### config.mk
export PLATFORM = sky130hd
export DESIGN_NAME = tile_compositor
export DESIGN_NICKNAME = d
export VERILOG_FILES = /design/src/rtl/tile_pkg.sv /design/src/rtl/tile_hit.sv /design/src/rtl/tile_compositor.sv
export SDC_FILE = /design/constraint.sdc
export NUM_CORES = 1
export LEC_CHECK = 0
export BUFFER_PORTS_ARGS = -buffer_cell sky130_fd_sc_hd__buf_4
export CAP_MARGIN = 0
export CELL_PAD_IN_SITES_DETAIL_PLACEMENT = 2
export CELL_PAD_IN_SITES_GLOBAL_PLACEMENT = 2
export CORE_UTILIZATION = 38
export CTS_BUF_LIST = sky130_fd_sc_hd__clkbuf_8
export DETAILED_ROUTE_END_ITERATION = 12
export PLACE_DENSITY_LB_ADDON = 0.15
export SYNTH_ARGS = -nofsm -noshare
export SYNTH_HDL_FRONTEND = slang
export SYNTH_SLANG_ARGS = --single-unit
### constraint.sdc
create_clock -name clk_in -period 3.1 [get_ports clk_in]
set_input_delay 0.31 -clock clk_in [delete_from_list [all_inputs] [get_ports clk_in]]
set_output_delay 0.31 -clock clk_in [all_outputs]
set_load 0.01 [all_outputs]
### src/rtl/tile_pkg.sv
// Shared state type, border colours and tile geometry helper for the tile compositor.
package tile_pkg;

   typedef enum logic [1:0] {
      ST_BROWSE,
      ST_ARM,
      ST_FROZEN,
      ST_RELEASE
   } tile_state_t;

   localparam logic [11:0] BORDER_BROWSE = 12'hF00;
   localparam logic [11:0] BORDER_FROZEN = 12'h0F0;

   typedef struct packed {
      logic [10:0] x;
      logic [9:0]  y;
   } tile_xy_t;

   // Tiles are laid out row-major, COLS per display row.
   function automatic tile_xy_t tile_origin(input int t, input int cols, input int x0,
                                            input int y0, input int x_pitch, input int y_pitch);
      tile_xy_t o;
      o.x = 11'(x0 + (t % cols) * x_pitch);
      o.y = 10'(y0 + (t / cols) * y_pitch);
      return o;
   endfunction

endpackage

### src/rtl/tile_hit.sv
// Combinational hit test: which tile the raster point falls in, its local
// coordinates, and whether it lies on the cursor tile's border band.
module tile_hit
   import tile_pkg::*;
#(
   parameter int N_TILES = 4,
   parameter int COLS    = 3,
   parameter int TILE_W  = 240,
   parameter int TILE_H  = 320,
   parameter int X0      = 50,
   parameter int Y0      = 32,
   parameter int X_PITCH = 340,
   parameter int Y_PITCH = 384,
   parameter int BORDER  = 3
) (
   input  logic [10:0] hcount_i,
   input  logic [9:0]  vcount_i,
   input  logic [2:0]  cursor_i,
   output logic        hit_o,
   output logic [2:0]  tile_o,
   output logic [10:0] local_x_o,
   output logic [9:0]  local_y_o,
   output logic        border_o
);

   logic [N_TILES-1:0] hit_v;
   logic [N_TILES-1:0] edge_v;
   logic [10:0]        lx_v [N_TILES];
   logic [9:0]         ly_v [N_TILES];

   genvar gi;
   generate
      for (gi = 0; gi < N_TILES; gi++) begin : g_tile
         localparam tile_xy_t ORG = tile_origin(gi, COLS, X0, Y0, X_PITCH, Y_PITCH);
         // Local offsets wrap when left/above the origin, so the >= tests guard them.
         assign lx_v[gi]   = hcount_i - ORG.x;
         assign ly_v[gi]   = vcount_i - ORG.y;
         assign hit_v[gi]  = (hcount_i >= ORG.x) && (int'(lx_v[gi]) < TILE_W) &&
                             (vcount_i >= ORG.y) && (int'(ly_v[gi]) < TILE_H);
         assign edge_v[gi] = (int'(lx_v[gi]) < BORDER) || (int'(lx_v[gi]) >= TILE_W - BORDER) ||
                             (int'(ly_v[gi]) < BORDER) || (int'(ly_v[gi]) >= TILE_H - BORDER);
      end
   endgenerate

   // Scan downwards so the lowest-index overlapping tile is assigned last and wins.
   always_comb begin
      hit_o     = 1'b0;
      tile_o    = 3'd0;
      local_x_o = 11'd0;
      local_y_o = 10'd0;
      border_o  = 1'b0;
      for (int t = N_TILES - 1; t >= 0; t--) begin
         if (hit_v[t]) begin
            hit_o     = 1'b1;
            tile_o    = 3'(t);
            local_x_o = lx_v[t];
            local_y_o = ly_v[t];
            border_o  = edge_v[t] && (cursor_i == 3'(t));
         end
      end
   end

endmodule

### src/rtl/tile_compositor.sv
// Multi-tile compositor: shared BRAM address, gray-to-RGB mux with matched
// sync delay, and the browse/freeze FSM that gates tile writes on frame start.
module tile_compositor
   import tile_pkg::*;
#(
   parameter int N_TILES     = 4,
   parameter int COLS        = 3,
   parameter int TILE_W      = 240,
   parameter int TILE_H      = 320,
   parameter int X0          = 50,
   parameter int Y0          = 32,
   parameter int X_PITCH     = 340,
   parameter int Y_PITCH     = 384,
   parameter int PIX_W       = 7,
   parameter int RAM_LATENCY = 2,
   parameter int BORDER      = 3
) (
   input  logic                       clk_in,
   input  logic                       rst_in,
   input  logic [10:0]                hcount_in,
   input  logic [9:0]                 vcount_in,
   input  logic                       hsync_in,
   input  logic                       vsync_in,
   input  logic                       blank_in,
   output logic [16:0]                addr_out,
   input  logic [N_TILES*PIX_W-1:0]   tile_pixel_in,
   input  logic                       btn_next_in,
   input  logic                       btn_sel_in,
   output logic [N_TILES-1:0]         we_mask_out,
   output logic [2:0]                 cursor_out,
   output logic                       frozen_out,
   output logic [11:0]                pixel_out,
   output logic                       hsync_out,
   output logic                       vsync_out,
   output logic                       blank_out
);

   localparam int PIPE = RAM_LATENCY + 2;

   typedef struct packed {
      logic       hit;
      logic [2:0] tile;
      logic       border;
   } meta_t;

   tile_state_t        state_q, state_d;
   logic [2:0]         cursor_q, cursor_d;
   logic [N_TILES-1:0] we_mask_q, we_mask_d;

   logic        hit_s, border_s;
   logic [2:0]  tile_s;
   logic [10:0] lx_s;
   logic [9:0]  ly_s;
   logic [16:0] addr_d;

   logic [16:0] addr_q;
   meta_t       meta_q [RAM_LATENCY+1];
   logic [2:0]  sync_q [PIPE];
   logic [11:0] pixel_q, pixel_d;
   logic [PIX_W-1:0] pix_sel;
   logic [3:0]  gray4;
   logic        unused_pix_lsbs;
   logic        frame_start;

   tile_hit #(
      .N_TILES(N_TILES), .COLS(COLS), .TILE_W(TILE_W), .TILE_H(TILE_H),
      .X0(X0), .Y0(Y0), .X_PITCH(X_PITCH), .Y_PITCH(Y_PITCH), .BORDER(BORDER)
   ) u_hit (
      .hcount_i (hcount_in),
      .vcount_i (vcount_in),
      .cursor_i (cursor_q),
      .hit_o    (hit_s),
      .tile_o   (tile_s),
      .local_x_o(lx_s),
      .local_y_o(ly_s),
      .border_o (border_s)
   );

   // Constant multiplier: maps to shift-add or one DSP.
   assign addr_d = 17'(ly_s) * 17'(TILE_W) + 17'(lx_s);

   always_ff @(posedge clk_in or posedge rst_in) begin
      if (rst_in) begin
         addr_q  <= 17'd0;
         pixel_q <= 12'd0;
         for (int k = 0; k <= RAM_LATENCY; k++) meta_q[k] <= '0;
         for (int k = 0; k < PIPE; k++)         sync_q[k] <= 3'd0;
      end else begin
         addr_q    <= addr_d;
         meta_q[0] <= '{hit: hit_s, tile: tile_s, border: border_s};
         for (int k = 1; k <= RAM_LATENCY; k++) meta_q[k] <= meta_q[k-1];
         sync_q[0] <= {hsync_in, vsync_in, blank_in};
         for (int k = 1; k < PIPE; k++)         sync_q[k] <= sync_q[k-1];
         pixel_q   <= pixel_d;
      end
   end

   // Output stage: meta_q[RAM_LATENCY] lines up with the BRAM data for the same pixel.
   always_comb begin
      pix_sel = '0;
      for (int t = 0; t < N_TILES; t++) begin
         if (meta_q[RAM_LATENCY].tile == 3'(t)) pix_sel = tile_pixel_in[t*PIX_W +: PIX_W];
      end
   end

   assign gray4           = pix_sel[PIX_W-1 -: 4];
   assign unused_pix_lsbs = ^pix_sel[PIX_W-5:0];

   always_comb begin
      pixel_d = 12'h000;
      if (sync_q[RAM_LATENCY][0]) begin
         pixel_d = 12'h000;
      end else if (meta_q[RAM_LATENCY].border) begin
         pixel_d = (state_q == ST_FROZEN || state_q == ST_RELEASE) ? BORDER_FROZEN : BORDER_BROWSE;
      end else if (meta_q[RAM_LATENCY].hit) begin
         pixel_d = {gray4, gray4, gray4};
      end
   end

   assign frame_start = (hcount_in == 11'd0) && (vcount_in == 10'd0);

   always_ff @(posedge clk_in or posedge rst_in) begin
      if (rst_in) begin
         state_q   <= ST_BROWSE;
         cursor_q  <= 3'd0;
         we_mask_q <= '1;
      end else begin
         state_q   <= state_d;
         cursor_q  <= cursor_d;
         we_mask_q <= we_mask_d;
      end
   end

   always_comb begin
      state_d   = state_q;
      cursor_d  = cursor_q;
      we_mask_d = we_mask_q;
      case (state_q)
         ST_BROWSE: begin
            if (btn_sel_in) begin
               state_d = ST_ARM;
            end else if (btn_next_in) begin
               cursor_d = (cursor_q == 3'(N_TILES - 1)) ? 3'd0 : cursor_q + 3'd1;
            end
         end
         ST_ARM: begin
            if (frame_start) begin
               for (int t = 0; t < N_TILES; t++) begin
                  if (cursor_q == 3'(t)) we_mask_d[t] = 1'b0;
               end
               state_d = ST_FROZEN;
            end
         end
         ST_FROZEN: begin
            if (btn_sel_in) state_d = ST_RELEASE;
         end
         ST_RELEASE: begin
            if (frame_start) begin
               we_mask_d = '1;
               state_d   = ST_BROWSE;
            end
         end
         default: state_d = ST_BROWSE;
      endcase
   end

   assign addr_out    = addr_q;
   assign pixel_out   = pixel_q;
   assign hsync_out   = sync_q[PIPE-1][2];
   assign vsync_out   = sync_q[PIPE-1][1];
   assign blank_out   = sync_q[PIPE-1][0];
   assign we_mask_out = we_mask_q;
   assign cursor_out  = cursor_q;
   assign frozen_out  = (state_q == ST_FROZEN);

endmodule
==> impl_metrics.tcl, run 1 <==
set metrics [dict create \
    rows 41 \
    haltStage "detailed placement (3_5_place_dp)" \
    error_line "[ERROR DPL-0033] detailed placement checks failed during check placement." \
    synth-seq-cells 62 \
    die-width_um 117 \
    place_hpwl_mm 20.6 \
    port_buffers 83 \
    chipHeight_um 117 \
    io_pins 96 \
    synthFlopType "dfrtp_1" \
    syn_area_um2 5060 \
    gp_congestion 0.897 \
    status "stopped before the end" \
    async_flop_share 1.00 \
    syn_area_per_cell_um2 8.85 \
    ys_warn_count 0 \
    yosysUniqueCellTypes 71 \
    initial_utilization 0.395 \
    synth.yosys.seq_area_share 0.307 \
    synth_cells 572 \
    synth-edff-count 0 \
]
==> per-stage QoR <==
| step | setup WS [ps] | hold slack [ps] | area, µm² | setup TNS, ps |
|---|---|---|---|---|
| floorplan | -2290 | 331 | 5260 | -19030 |
| global placement | -2330 | 314 | 7210 | -21560 |
==> cell families after synthesis <==
group	Yosys count	share of synthesized area
simple gates	188	0.189
compound gates	139	0.182
buf+inv	71	0.0549
flops	62	0.307
fa+ha+maj	55	0.156
xor+xnor	41	0.0709
mux	14	0.0386
other cells	2	0.00148
==> synth_stat cells, drive strengths merged (3+ instances only) <==
library cell  count  share of area
buf              10         0.0096
o21bai            3         0.0044
nand3            15          0.015
a31oi             9          0.011
a21o              6         0.0089
ha               39          0.096
or3               5         0.0072
mux2              4         0.0089
o21ai            24          0.024
mux2i             6          0.012
nand2            50          0.038
dfrtp            58           0.29
nor3             18          0.018
or2               5         0.0062
a211oi           11          0.018
nor2b             6         0.0079
nand2b           13          0.016
nor4              4         0.0049
nor2             38          0.029
a211o             4         0.0069
dfstp             4          0.021
a21oi            39          0.039
mux4              4          0.018
inv              48          0.036
nand4             5         0.0062
xor2             14          0.024
and3              7         0.0087
o21a              4         0.0059
clkbuf           13         0.0096
o211ai            6         0.0089
fa               14          0.055
a21boi            4         0.0059
xnor2            27          0.047
o31ai             5         0.0074
nand3b            3         0.0044
and2              9          0.011
==> run 2, diff against run 1 <==
--- a/config.mk
+++ b/config.mk
@@ -7,10 +7,7 @@
 export LEC_CHECK = 0
 export BUFFER_PORTS_ARGS = -buffer_cell sky130_fd_sc_hd__buf_4
 export CAP_MARGIN = 0
-export CELL_PAD_IN_SITES_DETAIL_PLACEMENT = 2
-export CELL_PAD_IN_SITES_GLOBAL_PLACEMENT = 2
-export CORE_UTILIZATION = 38
-export CTS_BUF_LIST = sky130_fd_sc_hd__clkbuf_8
+export CORE_UTILIZATION = 35
 export DETAILED_ROUTE_END_ITERATION = 12
 export PLACE_DENSITY_LB_ADDON = 0.15
 export SYNTH_ARGS = -nofsm -noshare
==> impl_metrics.tcl, run 2 <==
set metrics [dict create \
    hp-class "input pin to register" \
    rr_startpoint "state_q[0]" \
    grt_overflow 0 \
    clk_latency_ps 320 \
    hp-start "vsync_in" \
    pwr-share-clk 0.290 \
    chipHeight_um 122 \
    first_pass_iters 4 \
    cp_cell_sequence "buf_8, ha_4, or3_4, or4_4, a31oi_4, a211oi_4, nand2_2, a31oi_1, or4_4, a31o_4, fa_1, inv_1, fa_1, inv_1, ha_2, or3_4, a211o_1, a31o_2, a21oi_2, xnor2_1, xnor2_1" \
    cts_tree "built" \
    layout-drive-gt1-share 0.428 \
    cp-start-kind "input pin" \
    antenna_left 0 \
    wl_met1_mm 6.88 \
    pre_cts_ws_ps -2380 \
    setup_ws_ps -1890 \
    num_antenna_cells 0 \
    p_switching_mw 1.16 \
    grt_max_degree 63 \
    ys_warn_count 0 \
    drc 0 \
    synth.area.top_cells "dfrtp_1 (29%), ha_1 (9.6%), fa_1 (5.5%)" \
    port_buffers 83 \
    worstReg2RegEnd "state_q[1]" \
    cts_buffers 9 \
    slew_headroom 0.500 \
    violations "setup timing" \
    hold_path_depth 1 \
    setup_tns_ps -16080 \
    critPathBufInv 3 \
    fill_cells 1280 \
    vias 4963 \
    final_nets 933 \
    reg2reg_slack_ps 1540 \
    cts.sinks 62 \
    largest_reg_flops 17 \
    synth_cells 572 \
    grt_pass1_wl_mm 23.7 \
    grt_pass1_vias 4894 \
    min_period_ps 4990 \
    mostFrequentLayoutCells "buf_4 (254), dfrtp_1 (58), nand2_1 (48)" \
    grt_util_all_layers 0.204 \
    post-route-util 0.558 \
    crit_arrival_ps 5230 \
    cp_slowest_stage_delay_ps 540 \
    seqPwrFrac 0.276 \
    path_clk_slew_ps 50 \
    synth.yosys.seq_area_share 0.307 \
    combPwrFrac 0.434 \
    final_cells 1009 \
    netlist_top_cells_count "dfrtp_1 (58), nand2_1 (49), inv_1 (47)" \
    die-width_um 122 \
    synth_most_common_cell "dfrtp_1" \
    power.internal_mw 2.46 \
    gp_congestion 0.910 \
    whs_endpoint "sync_q[10]" \
    antenna_found_initial 0 \
    r2r_cells 4 \
    syn_area_um2 5060 \
    io_pins 96 \
    layout_commonest_cell "buf_4" \
    status "finished with violations" \
    cts_max_path_buffers 2 \
    worst_pin_slew_ps 750 \
    dr_wl_met2_mm 6.85 \
    max_freq_ghz 0.201 \
    slew_viol_final 0 \
    cts_max_level 3 \
    met3_length_um 644 \
    vias_per_cell 4.92 \
    dieArea_um2 14900 \
    peakVddDrop_v 0.000260 \
    skew_ps 3.73 \
    setup_viol 12 \
    post-route-period-util 1.61 \
    fin_hold_ws_ps 92.0 \
    end_kind "register" \
    cp_max_fo 4 \
    seqCellArea_um2 1560 \
    yosysUniqueCellTypes 71 \
    yosys.area.top_type "dfrtp_1" \
    drt-total-wl_mm 14.6 \
    crit_type "input pin to register" \
    p_per_area_nw_per_um2 464 \
    cpLargestDelayFamily "simple AND/OR/NAND/NOR gates" \
    core-area_um2 14000 \
    synth-edff-count 0 \
    wire_per_inst_um 14.5 \
    final_hold_viol_count 0 \
    max_cap_violations 0 \
    multi_input_area_um2 3550 \
    p_leak_nw 3.82 \
    synth_top_area_share 0.287 \
    syn_area_per_cell_um2 8.85 \
    area_growth_pct 54.3 \
    async_flop_share 1.00 \
    worstPathRequired_ps 3350 \
    place_hpwl_mm 11.9 \
    first_iter_violations 214 \
    rows 43 \
    synthFlopType "dfrtp_1" \
    initial_utilization 0.362 \
    rsz0062_at_grt "true" \
    cp_slowest_cell "or4_4" \
    cts_root_buf "clkbuf_16" \
    place_inst 982 \
    top_layer "met4" \
    p_sw_frac 0.321 \
    synth-seq-cells 62 \
]
[run 2: what timing repair did]
action / 4_1_cts / 5_1_grt
endpoints found under the setup margin: 12 / 12
setup buffers: 4 / 7
pin swaps: 12 / 20
hold buffers: 0 / 0
resized for setup: 24 / 24
[run 2: cell families after synthesis]
kind of cell             synth area share
AO/OA/AOI/OAI                       0.182
XOR/XNOR                           0.0709
adder cells (fa/ha/maj)             0.156
buffers and inverters              0.0549
flip-flops                          0.307
multiplexers                       0.0386
other                             0.00148
AND/OR/NAND/NOR                     0.189
[run 2: area by class of cell]
class,instances,area share
clock buffers,12,0.0316
clock inverters,4,0.00897
inverters,48,0.0244
multi-input cells,444,0.455
flip-flops and latches,62,0.199
well taps,180,0.0288
repair buffers,259,0.252
[run 2: metal layers]
metal,vias to the layer above,track usage
li1,2519,-
met1,2313,0.273
met2,115,0.340
met3,16,0.0265
met4,0,0.0640
met5,-,0
[run 2: power by group through the flow]
stage	clock (mW)	combinational, mW	sequential [mW]
final	1.05	1.57	0.999
after floorplan	0	0.791	1.05
after global placement	0	1.46	1.01
after global routing	1.11	1.74	1.01
after CTS	1.08	1.54	1.00
after detailed placement	0	1.50	1.01
[run 2: worst max path at each step]
stage,depth (start not counted),slack (ps),endpoint,from
2_1_floorplan,29,-2290,addr_out[16],hcount_in[1]
3_3_place_gp,21,-2270,addr_out[16],hcount_in[1]
3_5_place_dp,21,-2380,addr_out[16],hcount_in[1]
4_1_cts,21,-1860,addr_out[16],hcount_in[1]
5_1_grt,21,-2070,addr_out[16],hcount_in[1]
6_report,21,-1890,addr_out[16],hcount_in[1]
[run 2: metrics by stage]
step / area (µm²) / total power, mW
after global routing: 7810 / 3.86
after detailed placement: 7200 / 2.51
after CTS: 7660 / 3.62
final: 7810 / 3.62
after floorplan: 5260 / 1.84
after global placement: 7200 / 2.46
Power figures use the tool's default switching activity.
==> run 3, diff against run 2 <==
--- a/config.mk
+++ b/config.mk
@@ -7,9 +7,13 @@
 export LEC_CHECK = 0
 export BUFFER_PORTS_ARGS = -buffer_cell sky130_fd_sc_hd__buf_4
 export CAP_MARGIN = 0
+export CELL_PAD_IN_SITES_DETAIL_PLACEMENT = 1
+export CELL_PAD_IN_SITES_GLOBAL_PLACEMENT = 2
+export CORE_MARGIN = 2
 export CORE_UTILIZATION = 35
 export DETAILED_ROUTE_END_ITERATION = 12
 export PLACE_DENSITY_LB_ADDON = 0.15
+export SKIP_CTS_REPAIR_TIMING = 1
 export SYNTH_ARGS = -nofsm -noshare
 export SYNTH_HDL_FRONTEND = slang
 export SYNTH_SLANG_ARGS = --single-unit
==> impl_metrics.tcl, run 3 (synthesis gave the netlist of run 2 again) <==
set metrics [dict create \
    io_pins 96 \
    rows 43 \
    gp_congestion 0.905 \
    place_inst 978 \
    fin_area_um2 8030 \
    dieArea_um2 15400 \
    grt_util_all_layers 0.223 \
    setup_ws_ps -1950 \
    slew_viol_final 0 \
    antenna_found_initial 0 \
    post-route-period-util 1.63 \
    mostFrequentLayoutCells "buf_4 (238), dfrtp_1 (58), nand2_1 (46)" \
    antenna_left 0 \
    rsz0062_at_grt "true" \
    grt_overflow 0 \
    cts_buffers 9 \
    cts_max_path_buffers 2 \
    cp_slowest_cell "fa_1" \
    crit_type "input pin to register" \
    rr_startpoint "meta_q[1]" \
    largest_reg_flops 17 \
    cts_max_level 3 \
    grt_max_degree 29 \
    max_cap_violations 0 \
    setup_viol 12 \
    grt_pass1_wl_mm 28.2 \
    first_iter_violations 164 \
    cts.sinks 62 \
    core-area_um2 14000 \
    chipHeight_um 124 \
    area_growth_pct 58.6 \
    worstPathRequired_ps 3310 \
    peakVddDrop_v 0.000231 \
    vias 5187 \
    place_hpwl_mm 13.7 \
    clk_latency_ps 330 \
    p_leak_nw 3.87 \
    skew_ps 7.15 \
    crit_cells 29 \
    post-route-util 0.574 \
    cts_tree "built" \
    hp-class "input pin to asynchronous set/reset pin" \
    worst_pin_slew_ps 634 \
    dpl_cell_area_um2 7170 \
    drt-total-wl_mm 18.3 \
    vias_per_cell 5.16 \
    max_freq_ghz 0.198 \
    die-width_um 124 \
    initial_utilization 0.362 \
    wire_per_inst_um 18.2 \
    fin_hold_ws_ps 64.6 \
    violations "setup timing" \
    cp_slowest_stage_delay_ps 450 \
    path_clk_slew_ps 60 \
    fill_cells 1613 \
    final_nets 930 \
    cpLargestDelayFamily "adder cells" \
    p_per_area_nw_per_um2 467 \
    crit_arrival_ps 5260 \
    status "finished with violations" \
    worstReg2RegEnd "pixel_out[7]" \
    cts_root_buf "clkbuf_16" \
    port_buffers 83 \
    num_antenna_cells 0 \
    layout-drive-gt1-share 0.452 \
    cp_common_cell "o21ai_2" \
    drc 0 \
    grt_pass1_vias 5570 \
    critPathBufInv 5 \
    cp-start-kind "input pin" \
    r2r_cells 4 \
    reg2reg_slack_ps 1560 \
    end_kind "register" \
    layout_commonest_cell "buf_4" \
    final_hold_viol_count 0 \
    min_period_ps 5050 \
    final_cells 1006 \
    setup_tns_ps -17190 \
    slew_headroom 0.576 \
    first_pass_iters 4 \
    cp_max_fo 8 \
]
==> run 3: changes by cell type in the layout (fill, tap and decap cells not counted), moves of 3 or more <==
| cell | before | now |
|---|---|---|
| buf_12 | 0 | 3 |
| buf_4 | 254 | 238 |
| buf_6 | 4 | 13 |
| nor2_1 | 36 | 33 |
| xnor2_1 | 24 | 20 |
| xnor2_2 | 3 | 6 |
==> run 3: stage by stage <==
step	power [mW]	setup slack (ps)
after global routing	3.98	-2200
after detailed placement	2.53	-2440
final	3.75	-1950
after floorplan	1.84	-2290
after global placement	2.45	-2350
after CTS	3.52	-2100
==> run 3: final cells by class <==
cell class | instances | area, µm² | area share
multi-input combinational | 444 | 3740 | 0.466
timing repair buffer | 256 | 2020 | 0.252
sequential | 62 | 1560 | 0.194
clock buffer | 13 | 240 | 0.0299
tap | 180 | 225 | 0.0281
inverter | 48 | 198 | 0.0246
clock inverter | 3 | 45.0 | 0.00561
==> run 3: worst max-delay path by stage <==
stage                   endpoint         start  slack (ps)
floorplan           addr_out[16]  hcount_in[1]       -2290
global placement    addr_out[16]  hcount_in[1]       -2350
detailed placement  addr_out[16]  hcount_in[1]       -2440
CTS                 addr_out[16]  hcount_in[1]       -2100
global route        addr_out[16]  hcount_in[2]       -2200
finish              addr_out[16]  hcount_in[2]       -1950
==> run 3: worst register-to-register path, stage by stage, from the launching register on <==
cell and delay (ps):
dfrtp_1 510, mux4_2 580, nand2_1 110, or2_2 120
a21oi_1 70
==> run 3: routing by layer <==
metal,global-route usage,part of all wire
met4,0.0734,0.027
met1,0.267,0.42
met5,0,0
met2,0.412,0.53
met3,0.0275,0.024
==> run 3: where the power goes <==
| part | switching, mW | total, mW | internal (mW) |
|---|---|---|---|
| combinational | 0.877 | 1.76 | 0.879 |
| clock | 0.358 | 0.981 | 0.623 |
| sequential | 0.0769 | 1.01 | 0.933 |
